[src/rtl/product_accumulator_pkg.sv]
// Shared definitions for the product accumulator: state encoding and default widths.
package product_accumulator_pkg;

  localparam int PROD_W_DEF = 32;
  localparam int LEN_W_DEF  = 8;
  localparam int ACC_W_DEF  = 40;

  typedef enum logic [1:0] {
    IDLE  = 2'd0,
    ACCUM = 2'd1,
    HOLD  = 2'd2
  } state_t;

endpackage

[src/rtl/product_accumulator.sv]
// Sums a vector of unsigned products from a free-running stream and presents
// the total with a valid/ready handshake. Products arriving while a result is
// waiting are lost and flagged on a sticky error bit.
module product_accumulator
  import product_accumulator_pkg::*;
#(
  parameter int PROD_W = PROD_W_DEF,
  parameter int LEN_W  = LEN_W_DEF,
  parameter int ACC_W  = ACC_W_DEF
) (
  input  logic              clk,
  input  logic              rst,
  input  logic              start,
  input  logic [LEN_W-1:0]  len,
  input  logic              in_valid,
  input  logic [PROD_W-1:0] product,
  output logic              busy,
  output logic              out_valid,
  input  logic              out_ready,
  output logic [ACC_W-1:0]  result,
  output logic              drop_err
);

  state_t             state_q, state_d;
  logic [LEN_W-1:0]   count_q;
  logic [ACC_W-1:0]   acc_q;
  logic [ACC_W-1:0]   result_q;
  logic               drop_q;

  logic               start_ok;
  logic               launch;
  logic               take;
  logic               last;
  logic               handshake;
  logic [ACC_W-1:0]   sum;

  assign start_ok  = start && (len != '0);
  assign handshake = (state_q == HOLD) && out_ready;
  // A new vector may begin from IDLE or on the cycle the held result drains.
  assign launch    = start_ok && ((state_q == IDLE) || handshake);
  assign take      = (state_q == ACCUM) && in_valid;
  assign last      = take && (count_q == LEN_W'(1));
  assign sum       = acc_q + ACC_W'(product);

  // Next-state selection.
  always_comb begin
    state_d = state_q;
    unique case (state_q)
      IDLE:    if (start_ok) state_d = ACCUM;
      ACCUM:   if (last) state_d = HOLD;
      HOLD:    if (out_ready) state_d = start_ok ? ACCUM : IDLE;
      default: state_d = IDLE;
    endcase
  end

  // State, counter, accumulator, result and sticky error registers.
  always_ff @(posedge clk) begin
    if (rst) begin
      state_q  <= IDLE;
      count_q  <= '0;
      acc_q    <= '0;
      result_q <= '0;
      drop_q   <= 1'b0;
    end else begin
      state_q <= state_d;
      if (launch) begin
        acc_q   <= '0;
        count_q <= len;
      end else if (take) begin
        acc_q   <= sum;
        count_q <= count_q - LEN_W'(1);
      end
      if (last) result_q <= sum;
      if ((state_q == HOLD) && in_valid) drop_q <= 1'b1;
    end
  end

  assign busy      = (state_q != IDLE);
  assign out_valid = (state_q == HOLD);
  assign result    = result_q;
  assign drop_err  = drop_q;

endmodule

[config.mk]
export PLATFORM = sky130hd
export DESIGN_NAME = product_accumulator
export DESIGN_NICKNAME = d
export VERILOG_FILES = /design/src/rtl/product_accumulator_pkg.sv /design/src/rtl/product_accumulator.sv
export SDC_FILE = /design/constraint.sdc
export NUM_CORES = 1
export LEC_CHECK = 0
export CORE_MARGIN = 4
export CORE_UTILIZATION = 50
export CTS_CLUSTER_DIAMETER = 50
export CTS_CLUSTER_SIZE = 10
export DETAILED_ROUTE_END_ITERATION = 10
export GPL_TIMING_DRIVEN = 0
export HOLD_SLACK_MARGIN = 0.02
export PLACE_DENSITY = 0.76
export SETUP_SLACK_MARGIN = 0.15
export SYNTH_ARGS = -nofsm -noshare
export SYNTH_HDL_FRONTEND = slang
export SYNTH_SLANG_ARGS = --single-unit
[constraint.sdc]
create_clock -name clk -period 3.6 [get_ports clk]
set_clock_uncertainty 0.2 [all_clocks]
set_input_delay 0.72 -clock clk [delete_from_list [all_inputs] [get_ports clk]]
set_output_delay 0.72 -clock clk [all_outputs]
set_load 0.005 [all_outputs]
* Word-level counts from Yosys, hierarchy flattened *
Cells that the tools add are included.

storage, ports and cells
  bits in registers = 91
  bits of input ports = 45
  output and inout port bits = 43
  logic and storage cells = 33

operators by class
  add/subtract/negate cells = 2
  eq/ne operators = 6
  mux-type cells = 7
  reduce and logical (&&, ||, !) cells = 13

operator list
  cell                                                                     number
  40-bit by 32-bit adder with 40-bit output                                1
  8-bit 2-to-1 mux                                                         2
  8-bit by 1-bit equality test with 1-bit output, second input constant    1
  8-bit nonzero test                                                       1
  8-bit by 1-bit subtractor with 8-bit output, second input constant       1
  1-bit logical AND                                                        6
  2-bit 2-to-1 mux                                                         3
  2-bit case mux with 3 select lines                                       1
  2-bit inequality test, second input constant                             2
  2-bit nonzero test                                                       2
  3-bit AND reduction                                                      1
  2-bit by 1-bit equality test with 1-bit output, second input constant    1
  2-bit equality test, second input constant                               1
  2-bit logical NOT                                                        1
  2-bit by 1-bit inequality test with 1-bit output, second input constant  1
  2-bit OR reduction                                                       1
  1-bit logical OR                                                         1
  1-bit 2-to-1 mux                                                         1

* Longest topological paths before layout *
Gate-level depths: netlist (run 1).

  depth after elaboration = 5
  mapped depth = 12
  mapped depth without buffers = 11

* Worst setup path before layout (run 1) *
OpenSTA, ideal clock, no wires.

  path type = input -> register
  start = in product[0]
  end = reg result_q[34], in the netlist result[34]
  library setup time = 86 ps
  arrival = 3061 ps
  data required time = 3314 ps
  slack = 253 ps
  cell stages on the path = 11
  buffers on the path = 0
  cells stage by stage = ha_1 > fa_1 > a211oi_1 > o21ai_1 > nand4bb_1 > a31oi_1 > and3_4 > o41ai_4 > nor2_1 > xnor2_1 > a211oi_1

between the ends
  cells in the longest elaborated chain, start to end = 1

RTL lines
  what                                       RTL line                   source
  start, declared                            product_accumulator.sv:16  input logic [PROD_W-1:0] product,
  40-bit by 32-bit adder with 40-bit output  product_accumulator.sv:43  assign sum = acc_q + ACC_W'(product);
  end signal, assigned                       product_accumulator.sv:73  if (last) result_q <= sum;
  end, declared                              product_accumulator.sv:27  logic [ACC_W-1:0] result_q;

Every way passes these cells.
A chain may end at the register's enable or synchronous reset.

* Final worst setup path (run 1) *
  start = in product[17]
  end = reg result_q[36], in the netlist result[36]

The elaborated chain is that of the path after synthesis.

==> results of run 1 <==
[worst paths after layout]
check	startpoint	to	slack, ns	cells after the start
min	result[1]	result[1]	0.26	2
max reg2reg	acc_q[0]	acc_q[36]	0.58	12
max	product[17]	result[36]	0.16	11
min reg2reg	result[1]	result[1]	0.26	2
[cell type report]
class                   instances  share of cell area
inverters                      14            0.007667
multi-input cells             534              0.5060
well taps                     136             0.02483
plain buffers                  38             0.02318
flip-flops and latches         91              0.2658
clock inverters                 4             0.01059
clock buffers                  12             0.02264
repair buffers                 97              0.1393
[logic make-up after synthesis]
| group | synth area share |
|---|---|
| AOI/OAI and AO/OA | 0.2354 |
| and+or+nand+nor | 0.2354 |
| xor gates and xnor gates | 0.05665 |
| buffers and inverters | 0.03927 |
| muxes | 0.001904 |
| adders and majority gates | 0.08474 |
| DFF | 0.3466 |
[layout by cell type, fill, tap and decap left out, drive strengths merged, types with 3 or more instances in the layout]
cell type      netlist  routed
a21o                14      14
clkdlybuf4s50        0      85
o21ai               19      19
ha                  34      34
o31ai                4       4
nand3               19      19
nor3                11      11
dfxtp               91      91
clkbuf              28      40
o21a                 4       4
nor2                38      38
nor2b                4       4
and3                 7       7
inv                 14      14
o211ai               4       4
and2                 6       6
buf                 10      20
a221oi               3       3
a21oi               96      96
xnor2               25      25
or2                  3       3
a31oi                9       9
nand4               11      11
nor4                 5       5
nand2              146     146
a311oi               4       4
nand2b               4       4
xor2                 9       9
a211oi              11      11
o21bai               9       9
nand3b               5       5
[flip-flops by register name (all words and copies together), names as in the netlist]
register	count
drop_err	1
acc_q	40
count_q	8
state_q	2
result	40
[stage by stage]
stage / cell area [um^2] / total power, mW / utilization
after global placement: 6297 / 1.438 / 0.6127
after floorplan: 5256 / 1.309 / -
after global routing: 6854 / 2.354 / 0.6669
final: 6854 / 2.264 / 0.6669
after detailed placement: 6297 / 1.447 / 0.6127
after CTS: 6556 / 2.242 / 0.6379
[synth_stat cells (5+ instances only)]
library cell,instances,area (um^2)
dfxtp_1,91,1822
a21o_1,14,105.1
nand3_1,19,95.09
o21ai_0,16,80.08
buf_1,6,22.52
clkbuf_1,28,105.1
a31oi_1,9,56.30
o21bai_1,9,67.56
inv_1,14,52.55
and3_1,6,37.54
a211oi_1,11,82.58
nor2_1,38,142.6
nand3b_1,5,37.54
nor3_1,10,50.05
ha_1,34,425.4
nand2_1,146,548.0
nand4_1,11,68.82
nor4_1,5,31.28
and2_1,6,37.54
a21oi_1,96,480.5
xnor2_1,25,219.0
xor2_1,9,78.83
[worst max-delay path, cell delays in order]
cell,delay [ns]
clkdlybuf4s50_1,0.42
ha_2,0.40
nand3_1,0.16
nor2_1,0.39
a221oi_4,0.17
a31oi_4,0.21
and3_4,0.22
o41ai_4,0.10
buf_4,0.18
or3_1,0.29
a311oi_1,0.27
[routing by layer]
metal  global-route usage  routed length (um)
met5                    0                   0
met4              0.06979                 351
met3              0.04493                 898
met2               0.4110                7319
met1               0.2969                6521
[power by group]
| group | internal, mW | switching [mW] | total, mW |
|---|---|---|---|
| Sequential | 1.03 | 0.0176 | 1.05 |
| Clock | 0.429 | 0.368 | 0.797 |
| Combinational | 0.180 | 0.239 | 0.419 |
| Total | 1.64 | 0.625 | 2.26 |
[timing repair]
| item | CTS | global route |
|---|---|---|
| pin swaps | 3 | 17 |
| endpoints found under the hold margin | 0 | 0 |
| buffers inserted | 1 | 8 |
| endpoints found under the setup margin | 17 | 21 |
| gates resized for setup | 7 | 39 |
| gates cloned | 0 | 1 |
==> results.json, run 1 <==
{
  "whs_ns": 0.2565,
  "crit_path_end_kind": "flip-flop",
  "synth_cells": 677,
  "setup_slack_ns": 0.1583,
  "min-delay-path-class": "reg2reg",
  "clkSlewWorstSetupHoldPaths_ns": 0.09,
  "grt_pass1_vias": 5151,
  "ys_seq_elements": 91,
  "dp.cells": 900,
  "fmax_mhz": 290.6,
  "multiInputGateArea_mm2": 0.003468,
  "antenna_cells": 0,
  "start_util": 0.5114,
  "clkLatencyLatePin_ns": 0.36,
  "synth_edf_count": 0,
  "die_w_um": 110.5,
  "drc": 0,
  "detail_route.vias_per_cell": 5.700,
  "status": "finished clean",
  "core-area_mm2": 0.01028,
  "grt_max_degree": 15,
  "post-route-period-util": 0.9560,
  "drv_cap": 0,
  "crit_fanout": 6,
  "routedWlPerCell_um": 16.30,
  "finalSetupViolations": 0,
  "arrival_ns": 3.52,
  "die_h_um": 110.5,
  "seq_area_mm2": 0.001822,
  "p_per_area_mw_per_mm2": 330.3,
  "synth_seq_area_share": 0.3466,
  "io_pins": 88,
  "layout-drive-gt1-share": 0.08481,
  "netlist_area_mm2": 0.005256,
  "root_buffer": "clkbuf_8",
  "fill_cells": 880,
  "place.port_buffers": 87,
  "leakage_nw": 2.525,
  "tritoncts": "built",
  "tightest_slew_ns": 0.6614,
  "cts.sinks": 91,
  "row_count": 37,
  "grt_pass1_wl_mm": 24.25,
  "synth_flop_cell": "dfxtp_1",
  "crit_path_start_kind": "input port",
  "postRouteAntennaNets": 0,
  "pre_cts_ws_ns": -0.6700,
  "first_pass_iters": 5,
  "area_growth_pct": 30.40,
  "hpwl_mm": 10.83,
  "fin_crit_ns": 3.442,
  "htree_num_levels": 3,
  "criticalPathCategory": "in2reg",
  "die_area_mm2": 0.01222,
  "gp_congestion": 0.9081,
  "required_ns": 3.68,
  "antenna_found_initial": 0,
  "gr-total-overflow": 0,
  "clockBufferDepth": 2,
  "grt_use_total": 0.2365,
  "synth_warnings": 0,
  "totalWireLength_mm": 15.09,
  "ys_types": 63,
  "peakVddDrop_uv": 223.2,
  "hold_violations": 0,
  "max_slew_margin": 0.5590,
  "synth_nets": 757,
  "nets": 865,
  "vias": 5278,
  "avgSynthCellArea_um2": 7.764,
  "cts_buffers": 9,
  "hold_buffers": 0,
  "tns_ns": 0,
  "synth-async-reset-ratio": 0,
  "slew_violations": 0,
  "fin_cells": 926,
  "rsz0062_at_grt": "yes",
  "drtIter0Drc": 269
}
(Power assumes the default switching activity.)
==> run 2: changes to the inputs <==
- ABC_AREA: unset -> 1
- CORE_MARGIN: 4 -> 2
- PLACE_DENSITY: 0.76 -> 0.74
==> results.json, run 2 <==
{
  "seqPwrFrac": 0.401,
  "grtUsageMet2": 0.4571,
  "post_cts_resized": 0,
  "tns_ns": 0,
  "rsz0062_at_grt": "no",
  "synth_flop_cell": "dfxtp_1",
  "grt.busiest_layer": "met2",
  "place.port_buffers": 86,
  "synth_seq_area_share": 0.2839,
  "antenna_found_initial": 0,
  "final_common_cell": "nand2_1",
  "criticalPathCategory": "in2reg",
  "final_cell_mix": "nand2_1, inv_1, nor2_1",
  "first_pass_iters": 7,
  "gp_congestion": 0.9662,
  "core-area_mm2": 0.01257,
  "fill_cells": 1227,
  "antenna_cells": 0,
  "hold_buffers": 0,
  "postRouteAntennaNets": 0,
  "hpwl_mm": 14.51,
  "use_met1": 0.3871,
  "avgSynthCellArea_um2": 5.957,
  "routedWlPerCell_um": 13.96,
  "synth-async-reset-ratio": 0,
  "tritoncts": "built",
  "fin_crit_ns": 3.076,
  "grt_pass1_vias": 6056,
  "clkSlewWorstSetupHoldPaths_ns": 0.07,
  "gr-total-overflow": 0,
  "combPwrFrac": 0.199,
  "grt_use_total": 0.2844,
  "arrival_ns": 3.14,
  "fmax_mhz": 325.1,
  "synth_cells": 1077,
  "synthTopCellsByArea": "dfxtp_1, nand2_1, inv_1",
  "detail_route.vias_per_cell": 4.974,
  "utilization": 0.6218,
  "row_count": 41,
  "p_per_area_mw_per_mm2": 339.9,
  "drv_cap": 0,
  "leakage_nw": 4.177,
  "clkPwrFrac": 0.400,
  "htree_num_levels": 3,
  "die_w_um": 117.3,
  "crit_path_start_kind": "input port",
  "peakVddDrop_uv": 320.5,
  "drtIter0Drc": 485,
  "layout-drive-gt1-share": 0.03902,
  "clkLatencyLatePin_ns": 0.37,
  "tightest_slew_ns": 0.7469,
  "start_util": 0.5105,
  "yosysMostFrequentCell": "nand2_1",
  "grt_max_degree": 17,
  "min-delay-path-class": "reg2reg",
  "ys_seq_elements": 91,
  "clockBufferDepth": 2,
  "swShare": 0.2987,
  "die_area_mm2": 0.01375,
  "area_growth_pct": 21.80,
  "synth_warnings": 0,
  "totalWireLength_mm": 18.87,
  "p_int_mw": 1.863,
  "ys_types": 33,
  "yosysTopAreaCell": "dfxtp_1",
  "slew_violations": 0,
  "finalSetupViolations": 0,
  "cts_buffers": 9,
  "netlist_area_mm2": 0.006416,
  "grt_use_met3": 0.05201,
  "drc": 0,
  "synth_nets": 1157,
  "postCtsSetupRepairBufs": 0,
  "io_pins": 88,
  "grt_pass1_wl_mm": 29.95,
  "crit_fanout": 4,
  "required_ns": 3.67,
  "die_h_um": 117.3,
  "synth_edf_count": 0,
  "yosys-top-cells-count": "nand2_1, inv_1, nor2_1",
  "p_switching_uw": 793.4,
  "max_slew_margin": 0.5021,
  "status": "finished clean",
  "post-route-period-util": 0.8545,
  "vias": 6720,
  "synth_top_area_frac": 0.2839,
  "cts.sinks": 91,
  "hold_violations": 0,
  "crit_path_end_kind": "flip-flop",
  "nets": 1254,
  "root_buffer": "clkbuf_16"
}
[run 2: changes by cell type after synthesis, sizes merged, moves of 12 or more]
cell,before,now
nand2,146,332
nand3,19,94
inv,14,200
nor2,38,133
clkbuf,28,13
xnor2,25,13
a21oi,96,54
o211ai,4,17
[run 2: path summary, 6_finish.rpt]
| check | start | endpoint | slack, ns | cells past startpoint |
|---|---|---|---|---|
| worst min register to register | drop_err | drop_err | 0.26 | 2 |
| worst max-delay path | product[0] | result[32] | 0.52 | 15 |
| worst min-delay path | drop_err | drop_err | 0.26 | 2 |
| worst max register to register | acc_q[0] | result[32] | 1.03 | 14 |
[run 2: critical path, stage by stage]
cell	delay, ns
clkdlybuf4s50_1	0.43
ha_1	0.26
fa_1	0.48
nand3_1	0.11
nand3_1	0.15
nand2_1	0.10
nand2_1	0.10
nand3b_1	0.11
nand2_1	0.18
nand2_1	0.15
nand2_1	0.06
nand2_1	0.07
nand3_1	0.11
nand2_1	0.09
inv_1	0.03
[run 2: power by group through the flow]
stage	Combinational (mW)	Sequential, mW	Clock (mW)
6_report	0.529	1.07	1.06
5_1_grt	0.590	1.07	1.11
4_1_cts	0.522	1.07	1.07
3_5_place_dp	0.517	1.09	0
3_3_place_gp	0.513	1.09	0
2_1_floorplan	0.344	1.08	0
[run 2: per-stage QoR]
step | total power, mW | cells | setup slack (ns) | hold WS (ns) | area (um^2)
3_5_place_dp | 1.606 | 1335 | 0.2177 | 0.2555 | 7492
6_report | 2.656 | 1351 | 0.5237 | 0.2585 | 7815
3_3_place_gp | 1.601 | 1335 | 0.1889 | 0.2372 | 7492
2_1_floorplan | 1.428 | 1077 | 1.084 | 0.2447 | 6416
4_1_cts | 2.662 | 1351 | 0.5934 | 0.2657 | 7815
5_1_grt | 2.774 | 1351 | 0.4367 | 0.2805 | 7815
[run 2: cell type report]
type | instances | area, um^2 | area share
Multi-Input combinational cell | 757 | 3701 | 0.4736
Clock inverter | 6 | 93.84 | 0.01201
Sequential cell | 91 | 1822 | 0.2331
Timing Repair Buffer | 86 | 860.8 | 0.1102
Tap cell | 172 | 215.2 | 0.02754
Clock buffer | 10 | 229.0 | 0.02930
Inverter | 201 | 754.5 | 0.09654
Buffer | 28 | 138.9 | 0.01777
[run 2: cell families (layout without fill, tap and decap cells)]
| group | Yosys count | count (layout) | share of synthesized area |
|---|---|---|---|
| adder cells (fa/ha/maj) | 35 | 35 | 0.06942 |
| buffers and inverters | 229 | 331 | 0.1392 |
| AO/OA/AOI/OAI | 111 | 111 | 0.09926 |
| flip-flops | 91 | 91 | 0.2839 |
| AND/OR/NAND/NOR | 594 | 594 | 0.3849 |
| XOR/XNOR | 17 | 17 | 0.02321 |
[run 2: per-layer routing]
metal | vias to the layer above | part of all wire
met5 | - | 0
met4 | 0 | 0.023
li1 | 3533 | -
met2 | 194 | 0.44
met3 | 33 | 0.056
met1 | 2960 | 0.48
